===== src/rtl/mc_pkg.sv =====
// Shared encodings for the multi-cycle MIPS control unit: state codes, opcodes and
// datapath mux/ALU selector codes.
package mc_pkg;

  localparam logic [3:0] S_FETCH  = 4'd0;
  localparam logic [3:0] S_DECODE = 4'd1;
  localparam logic [3:0] S_MEMADR = 4'd2;
  localparam logic [3:0] S_MEMRD  = 4'd3;
  localparam logic [3:0] S_MEMWB  = 4'd4;
  localparam logic [3:0] S_MEMWR  = 4'd5;
  localparam logic [3:0] S_EXEC   = 4'd6;
  localparam logic [3:0] S_ALUWB  = 4'd7;
  localparam logic [3:0] S_BRANCH = 4'd8;
  localparam logic [3:0] S_ADDIEX = 4'd9;
  localparam logic [3:0] S_ORIEX  = 4'd10;
  localparam logic [3:0] S_IMMWB  = 4'd11;
  localparam logic [3:0] S_JUMP   = 4'd12;
  localparam logic [3:0] S_TRAP   = 4'd13;

  localparam logic [5:0] OP_RTYPE = 6'b000000;
  localparam logic [5:0] OP_LW    = 6'b100011;
  localparam logic [5:0] OP_SW    = 6'b101011;
  localparam logic [5:0] OP_BEQ   = 6'b000100;
  localparam logic [5:0] OP_ADDI  = 6'b001000;
  localparam logic [5:0] OP_ORI   = 6'b001101;
  localparam logic [5:0] OP_J     = 6'b000010;

  localparam logic [1:0] ALU_ADD   = 2'b00;
  localparam logic [1:0] ALU_SUB   = 2'b01;
  localparam logic [1:0] ALU_FUNCT = 2'b10;
  localparam logic [1:0] ALU_OR    = 2'b11;

  localparam logic [1:0] SRCB_B      = 2'b00;
  localparam logic [1:0] SRCB_FOUR   = 2'b01;
  localparam logic [1:0] SRCB_IMM    = 2'b10;
  localparam logic [1:0] SRCB_IMM_SH = 2'b11;

  localparam logic [1:0] PC_ALU    = 2'b00;
  localparam logic [1:0] PC_ALUOUT = 2'b01;
  localparam logic [1:0] PC_JUMP   = 2'b10;
  localparam logic [1:0] PC_TRAP   = 2'b11;

endpackage


===== src/rtl/mc_wait_ctr.sv =====
// Memory wait-state counter shared by all memory-access states; done marks the final
// cycle of an access.
module mc_wait_ctr #(
  parameter int unsigned MEM_WAIT = 0
) (
  input  logic clk,
  input  logic rst,
  input  logic active,
  output logic done
);

  localparam int unsigned CW = (MEM_WAIT == 0) ? 1 : $clog2(MEM_WAIT + 1);

  logic [CW-1:0] cnt;

  assign done = (cnt == CW'(MEM_WAIT));

  // Clearing on done also clears on leaving the state, since the state only moves on done.
  always_ff @(posedge clk or posedge rst) begin
    if (rst) begin
      cnt <= '0;
    end else if (active && !done) begin
      cnt <= cnt + CW'(1);
    end else begin
      cnt <= '0;
    end
  end

endmodule


===== src/rtl/multicycle_control.sv =====
// Main control FSM for the multi-cycle MIPS datapath with Moore outputs per state.
// Define MC_ILLEGAL_TRAP_EN to route unknown opcodes to a trap state instead of a no-op.
module multicycle_control
  import mc_pkg::*;
#(
  parameter int unsigned MEM_WAIT = 0,
  parameter int unsigned OP_W     = 6
) (
  input  logic            clk,
  input  logic            rst,
  input  logic [OP_W-1:0] op,
  output logic            pc_write,
  output logic            pc_write_cond,
  output logic            i_or_d,
  output logic            mem_read,
  output logic            mem_write,
  output logic            ir_write,
  output logic            mem_to_reg,
  output logic            reg_dst,
  output logic            reg_write,
  output logic            alu_src_a,
  output logic [1:0]      alu_src_b,
  output logic [1:0]      alu_op,
  output logic            ext_zero,
  output logic [1:0]      pc_src,
  output logic            illegal_op,
  output logic [3:0]      state
);

  logic [3:0] state_q;
  logic       ori_q;
  logic       mem_active;
  logic       mem_done;

  assign state      = state_q;
  assign mem_active = (state_q == S_FETCH) || (state_q == S_MEMRD) || (state_q == S_MEMWR);

  mc_wait_ctr #(
    .MEM_WAIT(MEM_WAIT)
  ) u_wait (
    .clk   (clk),
    .rst   (rst),
    .active(mem_active),
    .done  (mem_done)
  );

  always_ff @(posedge clk or posedge rst) begin
    if (rst) begin
      state_q <= S_FETCH;
      ori_q   <= 1'b0;
    end else begin
      // IMMWB is only ever entered from ADDIEX or ORIEX, so this flag tracks which one.
      ori_q <= (state_q == S_ORIEX);
      case (state_q)
        S_FETCH:  if (mem_done) state_q <= S_DECODE;
        S_DECODE: begin
          case (op)
            OP_W'(OP_LW), OP_W'(OP_SW): state_q <= S_MEMADR;
            OP_W'(OP_RTYPE):            state_q <= S_EXEC;
            OP_W'(OP_BEQ):              state_q <= S_BRANCH;
            OP_W'(OP_ADDI):             state_q <= S_ADDIEX;
            OP_W'(OP_ORI):              state_q <= S_ORIEX;
            OP_W'(OP_J):                state_q <= S_JUMP;
`ifdef MC_ILLEGAL_TRAP_EN
            default:                    state_q <= S_TRAP;
`else
            default:                    state_q <= S_FETCH;
`endif
          endcase
        end
        S_MEMADR: state_q <= (op == OP_W'(OP_LW)) ? S_MEMRD : S_MEMWR;
        S_MEMRD:  if (mem_done) state_q <= S_MEMWB;
        S_MEMWR:  if (mem_done) state_q <= S_FETCH;
        S_EXEC:   state_q <= S_ALUWB;
        S_ADDIEX: state_q <= S_IMMWB;
        S_ORIEX:  state_q <= S_IMMWB;
        default:  state_q <= S_FETCH;
      endcase
    end
  end

  always_comb begin
    pc_write      = 1'b0;
    pc_write_cond = 1'b0;
    i_or_d        = 1'b0;
    mem_read      = 1'b0;
    mem_write     = 1'b0;
    ir_write      = 1'b0;
    mem_to_reg    = 1'b0;
    reg_dst       = 1'b0;
    reg_write     = 1'b0;
    alu_src_a     = 1'b0;
    alu_src_b     = SRCB_B;
    alu_op        = ALU_ADD;
    ext_zero      = 1'b0;
    pc_src        = PC_ALU;
    illegal_op    = 1'b0;
    case (state_q)
      S_FETCH: begin
        mem_read  = 1'b1;
        alu_src_b = SRCB_FOUR;
        ir_write  = mem_done;
        pc_write  = mem_done;
      end
      S_DECODE: alu_src_b = SRCB_IMM_SH;
      S_MEMADR: begin
        alu_src_a = 1'b1;
        alu_src_b = SRCB_IMM;
      end
      S_MEMRD: begin
        mem_read = 1'b1;
        i_or_d   = 1'b1;
      end
      S_MEMWB: begin
        mem_to_reg = 1'b1;
        reg_write  = 1'b1;
      end
      S_MEMWR: begin
        mem_write = 1'b1;
        i_or_d    = 1'b1;
      end
      S_EXEC: begin
        alu_src_a = 1'b1;
        alu_op    = ALU_FUNCT;
      end
      S_ALUWB: begin
        reg_dst   = 1'b1;
        reg_write = 1'b1;
      end
      S_BRANCH: begin
        alu_src_a     = 1'b1;
        alu_op        = ALU_SUB;
        pc_write_cond = 1'b1;
        pc_src        = PC_ALUOUT;
      end
      S_ADDIEX: begin
        alu_src_a = 1'b1;
        alu_src_b = SRCB_IMM;
      end
      S_ORIEX: begin
        alu_src_a = 1'b1;
        alu_src_b = SRCB_IMM;
        alu_op    = ALU_OR;
        ext_zero  = 1'b1;
      end
      S_IMMWB: begin
        reg_write = 1'b1;
        ext_zero  = ori_q;
      end
      S_JUMP: begin
        pc_write = 1'b1;
        pc_src   = PC_JUMP;
      end
`ifdef MC_ILLEGAL_TRAP_EN
      S_TRAP: begin
        pc_write   = 1'b1;
        pc_src     = PC_TRAP;
        illegal_op = 1'b1;
      end
`endif
      default: ;
    endcase
  end

endmodule


===== config.mk =====
export PLATFORM = sky130hd
export DESIGN_NAME = multicycle_control
export DESIGN_NICKNAME = d
export VERILOG_FILES = /design/src/rtl/mc_pkg.sv /design/src/rtl/mc_wait_ctr.sv /design/src/rtl/multicycle_control.sv
export SDC_FILE = /design/constraint.sdc
export NUM_CORES = 1
export LEC_CHECK = 0
export BUFFER_PORTS_ARGS = -buffer_cell sky130_fd_sc_hd__buf_2
export CORE_AREA = 2 2 39 41
export CTS_BUF_LIST = sky130_fd_sc_hd__clkbuf_4
export CTS_CLUSTER_DIAMETER = 80
export DETAILED_ROUTE_END_ITERATION = 10
export DIE_AREA = 0 0 41 43
export PLACE_DENSITY = 0.85
export SYNTH_ARGS = -nofsm -noshare
export SYNTH_HDL_FRONTEND = slang
export SYNTH_SLANG_ARGS = --single-unit

===== constraint.sdc =====
create_clock -name clk -period 2.35 [get_ports clk]
set_clock_uncertainty 0.15 [all_clocks]
set_input_delay 0.1175 -clock clk [delete_from_list [all_inputs] [get_ports clk]]
set_output_delay 0.1175 -clock clk [all_outputs]
set_load 0.1 [all_outputs]

==> flow_metrics.py <==
metrics = {
    "status": {
        "status": "finished, final reports clean",
    },
    "route": {
        "dr.pass1.iters": 4,
        "dr_total_vias": 702,
        "drtIter0Drc": 18,
        "viasPerCell": 5.48,
        "wl_microns": 1570,
        "ant_nets": 0,
        "drc_errors": 0,
        "wire_per_inst_microns": 12.2,
    },
    "timing": {
        "timing.hold.ws_ps": 109,
        "fmax_mhz": 445,
        "setup_ws_ps": 104,
        "drv_slew": 0,
        "final.period_utilization_pct": 95.6,
        "fin_crit_ps": 2250,
        "grt_setup_unrepaired": "false",
        "final-setup-viol-count": 0,
        "setup_tns_ps": 0,
        "hold_viol_final": 0,
    },
    "floorplanning": {
        "initial_core_util_pct": 46.6,
        "core_sq_um": 1380,
        "num_io_pins": 30,
        "dieWidth_microns": 41,
        "rows": 14,
        "die_y_microns": 43,
        "die-area_sq_um": 1760,
    },
    "final_layout": {
        "final_util_pct": 61.9,
        "nFillCells": 124,
        "area_delta_synth_final_pct": 33.0,
        "design_area_sq_um": 857,
        "drive_gt1_share_pct": 48.2,
        "final_cell_count_no_fill": 128,
        "diodes": 0,
        "layout.nets": 122,
    },
    "logic_synthesis": {
        "synth-async-reset-ratio_pct": 100,
        "synth_warnings": 0,
        "yosysUniqueCellTypes": 33,
        "synth_cells": 88,
        "synth-main-ff-cell": "dfrtp_1",
        "synth_seq_area_share_pct": 23.3,
        "ys_ff_latch": 6,
        "synth_area_sq_um": 644,
        "synth_edf_count": 0,
        "synth_area_per_cell_sq_um": 7.32,
    },
    "place": {
        "port_buffers": 28,
        "pre_cts_ws_ps": 363,
        "dp_cells": 124,
        "dp_hpwl_microns": 1160,
        "gp_congestion": 0.808,
        "postPlaceCellArea_sq_um": 825,
    },
    "min_path": {
        "min-delay-start": "op[4]",
        "hold_depth": 4,
        "hold_path_end": "state[1]$_DFFE_PP0P_",
        "hold_path.class": "in -> reg",
    },
    "grt": {
        "grt-ovfl-total": 0,
        "antenna_found_initial": 0,
        "grt_pass1_vias": 609,
        "grt_start_max_net_pins": 22,
        "grtUsageTotal_pct": 22.2,
        "grt_pass1_wl_microns": 2650,
    },
    "critical_path": {
        "r2r_setup_slack_ps": 540,
        "worstReg2RegEnd": "state[2]$_DFFE_PP0P_",
        "regToRegStartpoint": "state[2]$_DFFE_PP0P_",
        "cp-end-kind": "output port",
        "critPathLaunchType": "flip-flop",
        "cp.required_ps": 2080,
        "crit_arrival_ps": 1980,
        "critPathMaxFanout": 21,
        "r2r_cells": 4,
        "path_class": "reg -> out",
        "critPathLaunch": "state[2]$_DFFE_PP0P_",
    },
    "cts": {
        "cts_root_buf": "clkbuf_4",
        "post_cts_resize_count": 0,
        "htree_levels": 1,
        "clk_path_buf_depth": 2,
        "numCtsBuffers": 3,
        "cts_tree": "yes",
        "clk-insertion-delay-late_ps": 260,
        "clkTransAtPathRegs_ps": 50,
        "postCtsSetupBuffers": 0,
        "clock-sinks": 6,
    },
    "pwr": {
        "power_leakage_nw": 0.377,
        "ir_worst_vdd_mv": 0.698,
        "power.total_mw": 1.14,
        "powerDensity_nw_per_um2": 1330,
    },
    "run": {
        "max_cap_violations": 0,
    },
}
## cells by family (layout without fill, tap and decap cells)
group                  Yosys count  count (layout)  synth area share (%)
AO/OA/AOI/OAI                   21              21                  20.4
XOR/XNOR                         4               4                  5.44
buffers and inverters           11              34                  14.0
flip-flops                       6               6                  23.3
multiplexers                     1               1                  1.55
other                            1               2                 0.582
AND/OR/NAND/NOR                 44              44                  34.8
## per-layer routing
layer / GRT usage, % / part of all wire, %
met1: 28.5 / 44
met3: 3.14 / 4.9
met4: 14.0 / 2.7
met5: 0 / 0
met2: 33.1 / 49
## power by group
part | switching (mW) | leakage, nW | internal (mW) | total [mW]
registers | 0.0816 | 0.0732 | 0.122 | 0.203
logic | 0.672 | 0.290 | 0.163 | 0.835
clock network | 0.0400 | 0.0138 | 0.0579 | 0.0979
total | 0.794 | 0.377 | 0.343 | 1.14
## synthesized netlist by cell type (2+ instances only)
master | n | share of area, %
nand2_1 | 7 | 4.1
xnor2_1 | 2 | 2.7
nand3b_1 | 2 | 2.3
dfrtp_1 | 6 | 23
a211oi_1 | 2 | 2.3
o211ai_1 | 2 | 2.3
inv_1 | 2 | 1.2
xor2_1 | 2 | 2.7
or2b_2 | 2 | 2.7
nor4_1 | 2 | 1.9
nand3_1 | 2 | 1.6
o21ai_0 | 6 | 4.7
a21oi_1 | 4 | 3.1
nand2b_1 | 2 | 1.9
buf_6 | 5 | 8.7
o21ai_1 | 2 | 1.6
nor3_1 | 4 | 3.1
buf_4 | 3 | 3.5
or2_2 | 2 | 1.9
nor2_1 | 16 | 9.3
## flip-flops by register name (all words and copies together), names as in the netlist
name and cells:
state 4, ori_q 1, u_wait.cnt 1
## area by class of cell
| cell class | instances | area [sq um] | share of cell area [%] |
|---|---|---|---|
| clock buffers | 3 | 22.5 | 2.63 |
| inverters | 2 | 7.51 | 0.876 |
| flip-flops and latches | 6 | 158 | 18.4 |
| multi-input cells | 72 | 499 | 58.2 |
| well taps | 16 | 20.0 | 2.34 |
| repair buffers | 29 | 150 | 17.5 |
## worst max path at each step
| stage | slack [ps] | depth (start not counted) | end |
|---|---|---|---|
| floorplan | -580 | 4 | pc_write |
| global placement | 400 | 4 | pc_write |
| detailed placement | 360 | 4 | pc_write |
| CTS | 90 | 4 | pc_write |
| global route | 20 | 4 | pc_write |
| finish | 100 | 4 | pc_write |
## placed cells by master, fill, tap and decap left out, types with 2 or more instances in the layout
cell | synthesis | final
a21oi_1 | 4 | 2
clkbuf_4 | 0 | 3
dfrtp_1 | 6 | 2
o21ai_0 | 6 | 5
xor2_1 | 2 | 2
o211ai_1 | 2 | 2
dfrtp_2 | 0 | 3
nand2b_1 | 2 | 2
or2b_2 | 2 | 2
nand3b_1 | 2 | 2
nor3_4 | 0 | 2
nand3_1 | 2 | 2
inv_1 | 2 | 2
a211oi_1 | 2 | 2
buf_2 | 0 | 28
o21ai_1 | 2 | 2
nor3_1 | 4 | 2
xnor2_1 | 2 | 2
nand2_1 | 7 | 7
nor2_2 | 0 | 6
or2_4 | 0 | 2
conb_1 | 1 | 2
nor2_1 | 16 | 9
## timing repair
action                                  in CTS  in global routing
hold buffers                                 1                  0
endpoints found under the setup margin       0                  0
hold endpoints to repair                     6                  0
## worst max-delay path, stage by stage (launching register included)
cell and delay [ps]:
dfrtp_4 580, or2_4 300, nor4_4 290, or2_4 150
buf_2 410
Note: power is estimated with default switching activity, not from simulation.
